[src/rtl/pc_unit.sv]
// pc_unit: fetch-stage program counter with exception/eret redirect, epc
// capture, misaligned-redirect flag and an optional return-address stack.
// Optional feature macro: PC_RAS_EN (return-address stack for jr returns).
module pc_unit #(
  parameter int unsigned     SIZE      = 64,
  parameter logic [SIZE-1:0] RESET_VEC = '0,
  parameter logic [SIZE-1:0] EXC_VEC   = SIZE'(64'h80),
  parameter int unsigned     INC       = 4,
  parameter int unsigned     RAS_DEPTH = 8
) (
  input  logic            clk,
  input  logic            rst,
  input  logic            PCen,
  input  logic            exc,
  input  logic            eret,
  input  logic            branch_taken,
  input  logic [SIZE-1:0] branch_target,
  input  logic            jump,
  input  logic [SIZE-1:0] jump_target,
  input  logic            call,
  input  logic            ret,
  output logic [SIZE-1:0] index_out,
  output logic [SIZE-1:0] index_plus,
  output logic [SIZE-1:0] epc,
  output logic            addr_err,
  output logic            ras_empty,
  output logic            ras_full
);

  localparam logic [SIZE-1:0] ALIGN_MASK = ~SIZE'(3);

  // RAS_DEPTH must be a power of two and at least 2
  if (RAS_DEPTH < 2 || (RAS_DEPTH & (RAS_DEPTH - 1)) != 0) begin : g_bad_depth
    $error("pc_unit: RAS_DEPTH must be a power of 2 and >= 2");
  end

  logic [SIZE-1:0] pc_q, pc_d;
  logic [SIZE-1:0] epc_q, epc_d;
  logic            addr_err_q, addr_err_d;
  logic [SIZE-1:0] redir_tgt;

  assign index_out  = pc_q;
  assign index_plus = pc_q + SIZE'(INC);
  assign epc        = epc_q;
  assign addr_err   = addr_err_q;

`ifdef PC_RAS_EN
  localparam int unsigned PTR_W = $clog2(RAS_DEPTH);
  localparam int unsigned CNT_W = PTR_W + 1;

  logic [SIZE-1:0]  ras_mem [RAS_DEPTH];
  logic [PTR_W-1:0] ptr_q, ptr_d;
  logic [CNT_W-1:0] cnt_q, cnt_d;
  logic [PTR_W-1:0] top_idx;
  logic [PTR_W-1:0] ras_waddr;
  logic             ras_we;
  logic             ras_nonempty;
  logic             ras_full_now;
  logic             ras_empty_q, ras_full_q;

  assign top_idx      = ptr_q - PTR_W'(1);
  assign ras_nonempty = (cnt_q != '0);
  assign ras_full_now = (cnt_q == CNT_W'(RAS_DEPTH));
  assign ras_empty    = ras_empty_q;
  assign ras_full     = ras_full_q;
`else
  logic unused_ras_inputs;
  assign unused_ras_inputs = &{1'b0, call, ret};
  assign ras_empty = 1'b1;
  assign ras_full  = 1'b0;
`endif

  // Next-PC selection: exc > eret > jump > branch > sequential
  always_comb begin
    pc_d       = pc_q;
    epc_d      = epc_q;
    addr_err_d = 1'b0;
    redir_tgt  = '0;
`ifdef PC_RAS_EN
    ras_we    = 1'b0;
    ras_waddr = ptr_q;
    ptr_d     = ptr_q;
    cnt_d     = cnt_q;
`endif
    if (exc) begin
      pc_d  = EXC_VEC;
      epc_d = pc_q;
    end else if (eret) begin
      pc_d = epc_q;
    end else if (PCen) begin
      if (jump) begin
        redir_tgt = jump_target;
`ifdef PC_RAS_EN
        if (ret && ras_nonempty) redir_tgt = ras_mem[top_idx];
        if (call && ret && ras_nonempty) begin
          // pop then push collapses to replacing the top entry in place
          ras_we    = 1'b1;
          ras_waddr = top_idx;
        end else if (call) begin
          ras_we    = 1'b1;
          ras_waddr = ptr_q;
          ptr_d     = ptr_q + PTR_W'(1);
          if (!ras_full_now) cnt_d = cnt_q + CNT_W'(1);
        end else if (ret && ras_nonempty) begin
          ptr_d = top_idx;
          cnt_d = cnt_q - CNT_W'(1);
        end
`endif
        pc_d       = redir_tgt & ALIGN_MASK;
        addr_err_d = |redir_tgt[1:0];
      end else if (branch_taken) begin
        redir_tgt  = branch_target;
        pc_d       = redir_tgt & ALIGN_MASK;
        addr_err_d = |redir_tgt[1:0];
      end else begin
        pc_d = index_plus;
      end
    end
  end

  // PC, epc and error-flag registers
  always_ff @(posedge clk) begin
    if (rst) begin
      pc_q       <= RESET_VEC;
      epc_q      <= '0;
      addr_err_q <= 1'b0;
    end else begin
      pc_q       <= pc_d;
      epc_q      <= epc_d;
      addr_err_q <= addr_err_d;
    end
  end

`ifdef PC_RAS_EN
  // RAS pointer, occupancy and status flags; entries above count are never read
  always_ff @(posedge clk) begin
    if (rst) begin
      ptr_q       <= '0;
      cnt_q       <= '0;
      ras_empty_q <= 1'b1;
      ras_full_q  <= 1'b0;
    end else begin
      ptr_q       <= ptr_d;
      cnt_q       <= cnt_d;
      ras_empty_q <= (cnt_d == '0);
      ras_full_q  <= (cnt_d == CNT_W'(RAS_DEPTH));
    end
  end

  // RAS storage, no reset needed since the count gates every read
  always_ff @(posedge clk) begin
    if (ras_we) ras_mem[ras_waddr] <= index_plus;
  end
`endif

endmodule

[config.mk]
export PLATFORM = sky130hd
export DESIGN_NAME = pc_unit
export DESIGN_NICKNAME = d
export VERILOG_FILES = /design/src/rtl/pc_unit.sv
export SDC_FILE = /design/constraint.sdc
export NUM_CORES = 1
export LEC_CHECK = 0
export CAP_MARGIN = 15
export CORE_MARGIN = 1
export CORE_UTILIZATION = 44
export CTS_CLUSTER_SIZE = 16
export DETAILED_ROUTE_END_ITERATION = 6
export MAX_ROUTING_LAYER = met4
export PLACE_DENSITY = 0.82
export SYNTH_ARGS = -nofsm -noshare
export SYNTH_HDL_FRONTEND = slang
export SYNTH_SLANG_ARGS = --single-unit
[constraint.sdc]
create_clock -name clk -period 2.6 [get_ports clk]
set_input_delay 0.52 -clock clk [delete_from_list [all_inputs] [get_ports clk]]
set_output_delay 0.52 -clock clk [all_outputs]
set_load 0.03 [all_outputs]
==> results of run 1 <==
## sequential cells by signal, summed over array words and instances, names as in the netlist
name,flops
epc,64
index_out,64
addr_err,1
## stage by stage
step / hold WS [ns] / setup slack [ns] / TNS [ns] / total power, mW
2_1_floorplan: 0.575 / -0.120 / -0.310 / 2.72
3_3_place_gp: 0.459 / -0.0106 / -0.0106 / 3.31
3_5_place_dp: 0.454 / -0.0299 / -0.0574 / 3.33
4_1_cts: 0.467 / -0.402 / -9.99 / 5.57
5_1_grt: 0.484 / -0.443 / -13.93 / 5.76
6_report: 0.470 / -0.390 / -11.00 / 5.63
## final timing paths
kind	cells after the start	end	from
hold / removal	2	index_out[16]$_SDFFE_PP0P_	epc[16]$_SDFFE_PP0P_
hold reg to reg	2	index_out[16]$_SDFFE_PP0P_	epc[16]$_SDFFE_PP0P_
setup / recovery	8	index_plus[32]	index_out[20]$_SDFFE_PP0P_
setup reg to reg	10	index_out[40]$_SDFFE_PP0P_	index_out[20]$_SDFFE_PP0P_
## layer usage
metal  GRT usage [%]  vias to the layer above  routed length [µm]
met1            48.0                     5057               15000
li1                -                     4649                   -
met3            6.93                      158                3490
met2            66.6                      693               18500
met4            20.9                        0                1970
met5               -                        -                   0
## critical path, delay by kind of cell (launching register included)
kind	cells	cell delay, ns
flip-flops	1	0.35
AND/OR/NAND/NOR	3	0.94
buffers and inverters	4	0.59
XOR/XNOR	1	0.15
## area by class of cell
cell class              instances  area [µm²]
clock inverters                11        91.3
well taps                     229         287
diodes                          1        2.50
inverters                      20        75.1
fillers                      1169        3550
multi-input cells             784        6030
clock buffers                  20         447
repair buffers                510        4960
flip-flops and latches        129        2650
## power by group
part	switching [mW]	internal, mW	total, mW
registers	0.0460	2.02	2.07
clock network	0.942	1.32	2.27
logic	0.708	0.585	1.29
## repair_timing
action,4_1_cts,5_1_grt
hold endpoints to repair,0,0
pin swaps,44,28
endpoints found under the setup margin,52,55
buffers inserted,40,24
resized for setup,143,46
## kinds of logic (layout without fill, tap and decap cells)
group | count (synthesis) | in the layout | share of synthesized area (%)
AND/OR/NAND/NOR | 393 | 393 | 24.2
flip-flops | 129 | 129 | 31.6
AO/OA/AOI/OAI | 248 | 248 | 21.1
adder cells (fa/ha/maj) | 1 | 1 | 0.153
other | 2 | 3 | 0.0920
XOR/XNOR | 60 | 60 | 6.44
buffers and inverters | 127 | 561 | 6.47
multiplexers | 80 | 80 | 9.84
## cell usage in the layout (no fill, tap or decap), types with 7 or more instances in the layout
cell type | netlist | routed
xnor2_1 | 40 | 13
mux2i_1 | 78 | 78
buf_12 | 0 | 23
a21oi_1 | 52 | 52
o221ai_1 | 11 | 11
nand4_1 | 25 | 25
a221o_1 | 8 | 8
and3_1 | 18 | 16
nor3_4 | 1 | 9
inv_1 | 20 | 19
a221oi_1 | 18 | 18
or3_1 | 10 | 7
dfxtp_2 | 0 | 35
o21ai_0 | 38 | 38
buf_6 | 1 | 49
a22oi_1 | 21 | 21
buf_4 | 5 | 163
nand3_1 | 38 | 29
xnor2_2 | 0 | 16
nand2_1 | 67 | 57
nor3_1 | 34 | 25
a31oi_1 | 20 | 20
clkbuf_16 | 0 | 17
o211ai_1 | 10 | 10
nor2_4 | 0 | 7
clkdlybuf4s50_1 | 0 | 262
xnor2_4 | 0 | 11
nor2_1 | 146 | 135
dfxtp_4 | 0 | 7
xor2_2 | 0 | 10
and4_4 | 1 | 7
a211oi_1 | 18 | 18
dfxtp_1 | 129 | 87
==> impl_results.md, run 1 <==
* Status: complete, but fails checks
* Failing checks: design-rule violations, negative setup slack
* Pwr/cell area at 387 mW/mm²
* Endpoints failing setup at 46
* Nets@finish at 1600
* Die H at 138 µm
* CP max stage cell: or4_4
* Final core occ at 80.4%
* CP required at 2.08 ns
* GRT overflow at 0
* CTS Buffer Depth at 2
* Initial DRC count at 928
* Vias at 10600
* CTS Sinks at 129
* Flop-to-flop setup slack at 0.03 ns
* Crit-path max cell delay at 0.57 ns
* Initial Util at 45.1%
* Finished Layout Cells at 1704
* Hold Crit Class: flop to flop
* Yosys Warn Count at 0
* Yosys cell types at 70
* Register area share after synthesis at 31.6%
* Detailed placement HPWL at 26.6 mm
* CTS Buf Count at 17
* H-tree Lvls at 4
* Ys async rst share at 0%
* Slew @ Worst Pin at 0.869 ns
* Crit path capture type: output pin
* Vias in the first global route at 10200
* CTS Hold Buffers Added at 0
* FP Rows at 49
* Slew margin rel. at 42.1%
* Avg Cell Area, Syn at 7.85 µm²
* WS Path Type: flop to output pin
* Vias per cell at 6.20
* Post-synth EDFFs at 0
* CTS clk-pin slew, worst paths at 0.06 ns
* Max-cap violation count at 0
* Core area at 0.0181 mm²
* Critical path arrival at 2.47 ns
* Fin. Hold Viols at 0
* Synthesized area at 0.00816 mm²
* Top-area cell type share of the netlist area at 31.6%
* First-pass GRT wire length at 58.1 mm
* Initial antenna violation count at 1
* Largest net degree at the start of global routing at 70
* Synth top area cells: dfxtp_1, mux2i_1, nor2_1, xnor2_1, a21oi_1
* Die area at 0.0191 mm²
* Dominant cell by count in the synthesized netlist: nor2_1
* Root buf cell: clkbuf_16
* PortBufs at 327
* Initial DRT Pass Iterations at 7
* Clk_lat worst skew at 0.43 ns
* RSZ-0062 raised after global routing: true
* # IOs at 332
* Fin Clk Skew at 0.0102 ns
* #FFs+latches synth at 129
* Main flop type after synthesis: dfxtp_1
* Final routed DRC violation total at 42
* Min Tclk post-route at 2.99 ns
* Fin crit share at 115%
* Syn Nets at 1178
* Cells after DPL at 1609
* Startpoint types: flop
* Critical Path Fanout Max at 9
* Leakage at 6.28 nW
* Final GP Congestion at 0.969
* Commonest cells in the netlist: nor2_1, dfxtp_1, mux2i_1
* Dpl cell area at 0.0127 mm²
* Slew Viols, Final at 0
* Final WL at 39.0 mm
* Syn-to-layout area delta at 78.1%
* Detail Route Antenna Nets at 0
* Max Fclk at 334 MHz
* Share of cells above drive strength 1 at 30.0%
* Die W at 138 µm
* CTS tree: yes
* Synth Instances at 1040
* Gr usage total at 40.6%
* Setup ws final at -0.390 ns
* Synth area leader: dfxtp_1
* Most used cell, CP: buf_4
* VDD IR max at 0.000442 V
* Worst path cell trace: nand2_1, or4_4, nor3_4, buf_12, buf_4, buf_4, xor2_1, buf_4
* DR WL/cell at 22.9 µm
* Design area at 0.0145 mm²
Power figures use the tool's default switching activity.
==> run 2: changes to the inputs <==
- ABC_CLOCK_PERIOD_IN_PS: not set -> 2600
==> results of run 2 <==
No change in the layout: final DEF, timing and power equal those of run 1.
